==> src/rtl/inv_shift_rows_stream.sv <==
// inv_shift_rows_stream
//
// Byte-serial AES (Inv)ShiftRows. A 128-bit state arrives one byte per
// transfer in column-major order (byte k = row k%4, column k/4, byte 0 first).
// Once all 16 bytes of a block are stored, the permuted block is streamed out
// in the same column-major order. Two 16-byte banks are used ping-pong so that
// one block can be filled while the previous one drains.
//
// Parameters
//   FORWARD    0: InvShiftRows (decrypt path), 1: ShiftRows (loopback/test)
//
// Ports
//   clk        single clock, rising edge
//   rst_n      synchronous active-low reset
//   in_data    input state byte
//   in_valid   in_data valid
//   in_ready   a byte can be accepted (current write bank not full)
//   out_data   permuted state byte (00 while no block is available)
//   out_valid  out_data valid (current read bank full)
//   out_ready  downstream accepts out_data
//   out_last   with out_valid on byte 15 of each block

module inv_shift_rows_stream #(
    parameter bit FORWARD = 1'b0
) (
    input  logic       clk,
    input  logic       rst_n,
    input  logic [7:0] in_data,
    input  logic       in_valid,
    output logic       in_ready,
    output logic [7:0] out_data,
    output logic       out_valid,
    input  logic       out_ready,
    output logic       out_last
);

    logic [7:0] bank [2][16];
    logic [1:0] full;
    logic [3:0] wr_idx;
    logic [3:0] rd_idx;
    logic       wr_sel;
    logic       rd_sel;

    logic       in_fire;
    logic       out_fire;
    logic [1:0] rd_row;
    logic [1:0] rd_col;
    logic [1:0] src_col;
    logic [3:0] src_addr;

    assign in_ready  = ~full[wr_sel];
    assign out_valid = full[rd_sel];
    assign in_fire   = in_valid & in_ready;
    assign out_fire  = out_valid & out_ready;

    // Output byte 4c+r comes from column (c-r) mod 4 (inverse) or (c+r) mod 4
    // (forward) of the same row; 2-bit arithmetic gives the mod-4 wrap.
    assign rd_row   = rd_idx[1:0];
    assign rd_col   = rd_idx[3:2];
    assign src_col  = FORWARD ? (rd_col + rd_row) : (rd_col - rd_row);
    assign src_addr = {src_col, rd_row};

    assign out_data = out_valid ? bank[rd_sel][src_addr] : 8'h00;
    assign out_last = out_valid & (rd_idx == 4'd15);

    // Bank contents carry no reset; a bank is only read once its full flag
    // is set, which requires 16 fresh writes after reset.
    always_ff @(posedge clk) begin
        if (rst_n && in_fire) begin
            bank[wr_sel][wr_idx] <= in_data;
        end
    end

    // Write and read always target different banks when both fire (the write
    // bank is not full, the read bank is), so the two full-flag updates never
    // collide.
    always_ff @(posedge clk) begin
        if (!rst_n) begin
            full   <= 2'b00;
            wr_idx <= 4'd0;
            rd_idx <= 4'd0;
            wr_sel <= 1'b0;
            rd_sel <= 1'b0;
        end else begin
            if (in_fire) begin
                wr_idx <= wr_idx + 4'd1;
                if (wr_idx == 4'd15) begin
                    full[wr_sel] <= 1'b1;
                    wr_sel       <= ~wr_sel;
                end
            end
            if (out_fire) begin
                rd_idx <= rd_idx + 4'd1;
                if (rd_idx == 4'd15) begin
                    full[rd_sel] <= 1'b0;
                    rd_sel       <= ~rd_sel;
                end
            end
        end
    end

endmodule
==> config.mk <==
export PLATFORM = sky130hd
export DESIGN_NAME = inv_shift_rows_stream
export DESIGN_NICKNAME = d
export VERILOG_FILES = /design/src/rtl/inv_shift_rows_stream.sv
export SDC_FILE = /design/constraint.sdc
export NUM_CORES = 1
export LEC_CHECK = 0
export ABC_AREA = 1
export ABC_CLOCK_PERIOD_IN_PS = 2500
export BUFFER_PORTS_ARGS = -buffer_cell sky130_fd_sc_hd__buf_4
export CELL_PAD_IN_SITES_DETAIL_PLACEMENT = 0
export CELL_PAD_IN_SITES_GLOBAL_PLACEMENT = 1
export CORE_UTILIZATION = 30
export CTS_CLUSTER_SIZE = 30
export DETAILED_ROUTE_END_ITERATION = 16
export PLACE_DENSITY_LB_ADDON = 0.2
export SETUP_SLACK_MARGIN = 0.05
export SYNTH_ARGS = -nofsm -noshare
export SYNTH_HDL_FRONTEND = slang
export SYNTH_SLANG_ARGS = --single-unit
==> constraint.sdc <==
create_clock -name clk -period 2.5 [get_ports clk]
set_input_delay 0.25 -clock clk [delete_from_list [all_inputs] [get_ports clk]]
set_output_delay 0.25 -clock clk [all_outputs]
set_load 0.01 [all_outputs]
==> results_dict.tcl <==
set metrics [dict create \
    clock_tree.buffer_depth 3 \
    critPathRequiredTime_ns 2.25 \
    synth_fp_nets 1116 \
    ant_nets 0 \
    pwr-share-clk_pct 45.1 \
    synth_fa_ha_area_share_pct 0.650 \
    slowest_delay_ns 0.48 \
    ys_warn_count 0 \
    critPathKind "register to output pin" \
    area_delta_synth_final_pct 26.4 \
    synth_xor_area_share_pct 0.476 \
    rsz0062_at_grt "yes" \
    crit_buf_inv 3 \
    die_h_um 198 \
    cts_buffers 29 \
    vias 7833 \
    post-route-util_pct 38.7 \
    dp_hpwl_um 18600 \
    die_area_um2 39300 \
    r2r_setup_slack_ns 0.49 \
    crit_top_cell "nand2_1" \
    clkTransAtPathRegs_ns 0.06 \
    yosys.area_share.simple_pct 22.4 \
    drt_iter0_drc 523 \
    setup-violations-final 0 \
    seq_area_frac_synth_pct 68.8 \
    muxShareOfSynthArea_pct 0 \
    final-max-slew-violation-count 0 \
    synth_top_area_share_pct 66.5 \
    cts_root_buf "clkbuf_16" \
    path_max_fanout 8 \
    synth_cells 1098 \
    synth_seq_cells 269 \
    clock_latency_ns 0.57 \
    fp.coreArea_um2 37800 \
    synth.avg_cell_area_um2 10.5 \
    critPathCaptureType "output pin" \
    drc 0 \
    cts_htree_levels 1 \
    power_switching_mw 1.94 \
    cts_tree "done" \
    yosys.area.top_type "edfxtp_1" \
    wl_um 34000 \
    grt_pass1_vias 7712 \
    n_antenna_cell 0 \
    critPathTopFamily "simple AND/OR/NAND/NOR gates" \
    p_leak_nw 5.59 \
    fin_skew_ns 0.0163 \
    cpMaxStageDelayCell "dfxtp_4" \
    top_level_ports 23 \
    grt_usage_pct 17.6 \
    floorplan.initialDensity_pct 30.6 \
    swShare_pct 20.7 \
    combinationalPowerShare_pct 2.0 \
    gp_congestion 0.743 \
    final_common_cell "nand2_1" \
    seqCellArea_um2 7950 \
    layout_common_cells "nand2_1, edfxtp_1, nand3_1" \
    hp-class "input pin to register" \
    synth_compound_area_share_pct 2.41 \
    cts.sinks 269 \
    rows 71 \
    seqPwrFrac_pct 52.9 \
    ys_top_cells_by_area "edfxtp_1, nand2_1, nand3_1" \
    maxCapViolations 0 \
    netlist_area_um2 11600 \
    multi_input_area_um2 3450 \
    nNetsFinal 1191 \
    hold_violations 0 \
    dieWidth_um 198 \
    cp-start-kind "register" \
    viasPerCell 4.60 \
    crit_arrival_ns 2.25 \
    post_drt_wl_per_cell_um 20.0 \
    status "complete, no violations" \
    cp_cell_sequence "buf_12 -> clkbuf_16 -> nand2_1 -> nand2_1 -> nand2_1 -> nand3_2 -> nand3_1 -> nand2_1 -> nor2_2 -> nor2_4 -> buf_6" \
    synth_top_family_by_area "simple AND/OR/NAND/NOR gates" \
    postPlaceCellArea_um2 12600 \
    power.internal_mw 7.43 \
    grt.overflow.total 0 \
    dr.pass1.iters 7 \
    fin_hold_ws_ns 0.0418 \
    io_buffers 22 \
    grt_pass1_wl_um 50100 \
    final.fill_count 3685 \
    synth_cell_types 32 \
    worst_slew_pin_slew_ns 0.513 \
    p_per_area_nw_per_um2 641 \
    fmax_mhz 400 \
    grt_max_degree 42 \
    fin_crit_ns 2.50 \
    drive_gt1_share_pct 22.3 \
    period_share_pct 99.9 \
    antenna_found_initial 0 \
    vdd_ir_drop_max_mv 0.505 \
    fin_area_um2 14600 \
    slew_headroom_pct 65.8 \
]
==> layout make-up <==
type,instances,share of cell area [%]
Sequential cell,269,54.4
Multi-Input combinational cell,677,23.6
Timing Repair Buffer,101,8.71
Clock buffer,35,5.12
Tap cell,511,4.38
Inverter,95,2.54
Clock inverter,16,1.17
==> metrics by stage <==
stage / worst slack, ns / TNS [ns] / cells / power [mW]
after floorplan: 0.161 / 0 / 1098 / 5.10
after detailed placement: 0.301 / 0 / 1625 / 5.23
after global placement: 0.280 / 0 / 1625 / 5.23
after global routing: -0.0759 / -0.485 / 1704 / 9.65
final: 0.00308 / 0 / 1704 / 9.36
after CTS: -0.0194 / -0.0891 / 1698 / 9.49
==> worst register-to-register path, stage by stage (launching register included) <==
cell,delay (ns)
dfxtp_1,0.34
inv_2,0.05
o21ai_2,0.18
nand2_2,0.13
nor2_2,0.16
nand2_1,0.30
nor3_1,0.33
buf_4,0.23
==> routing by layer <==
metal / vias up / wire length [µm] / global-route usage, %
met5: - / 0 / 0
met4: 0 / 1030 / 6.23
met3: 57 / 1090 / 1.98
met2: 131 / 15500 / 27.7
met1: 3792 / 16400 / 25.0
li1: 3853 / - / -
==> kinds of logic (layout without fill, tap and decap cells) <==
family,after synthesis,after routing
compound gates,49,49
xor+xnor,2,2
fa+ha+maj,6,6
buf+inv,152,247
flops,269,269
simple gates,620,620
==> repair_timing <==
action | 4_1_cts | 5_1_grt
setup buffers | 11 | 0
pin swaps | 13 | 39
hold endpoints to repair | 7 | 0
gates resized for setup | 72 | 68
endpoints found under the setup margin | 9 | 9
hold buffers | 1 | 0
cloned | 10 | 6
==> sequential cells by signal, summed over array words and instances (netlist names), named ones only <==
name	cells
rd_sel	1
bank	256
full	2
rd_idx	4
wr_sel	1
wr_idx	4
==> power groups by stage <==
stage | clock [mW] | combinational (mW) | sequential (mW)
CTS | 4.34 | 0.193 | 4.95
floorplan | 0 | 0.0498 | 5.05
global route | 4.50 | 0.207 | 4.95
finish | 4.22 | 0.188 | 4.95
detailed placement | 0 | 0.186 | 5.05
global placement | 0 | 0.184 | 5.05
==> path summary, 6_finish.rpt <==
kind                                          start  cells past startpoint                     end
worst max-delay path                       register                     11             out_data[5]
worst min-delay path                       in_valid                      3  wr_idx[1]$_SDFFE_PN0N_
worst max register to register  wr_sel$_SDFFE_PN0P_                      7   bank[0][31]$_DFFE_PP_
worst min register to register   full[0]$_SDFF_PN0_                      2      full[0]$_SDFF_PN0_
==> Yosys cell counts <==
| master | instances |
|---|---|
| o21ai_0 | 27 |
| nand2_2 | 1 |
| nand3_1 | 143 |
| a31oi_1 | 1 |
| or2_1 | 3 |
| o21ai_2 | 1 |
| dfxtp_1 | 13 |
| clkbuf_1 | 25 |
| buf_4 | 2 |
| nand2_1 | 343 |
| nand4_1 | 1 |
| nor2_2 | 1 |
| o211ai_1 | 1 |
| a21oi_2 | 7 |
| nor3_1 | 25 |
| or2_0 | 1 |
| inv_1 | 88 |
| xor2_4 | 2 |
| edfxtp_1 | 256 |
| buf_1 | 7 |
| inv_2 | 5 |
| clkinv_1 | 1 |
| nand3_2 | 1 |
| ha_1 | 6 |
| o21ai_1 | 3 |
| nor4_1 | 6 |
| inv_4 | 1 |
| and2_1 | 1 |
| a21oi_1 | 9 |
| nor2_1 | 89 |
| or2_2 | 5 |
| buf_2 | 23 |
No activity file was read; power rests on OpenSTA's default activity.
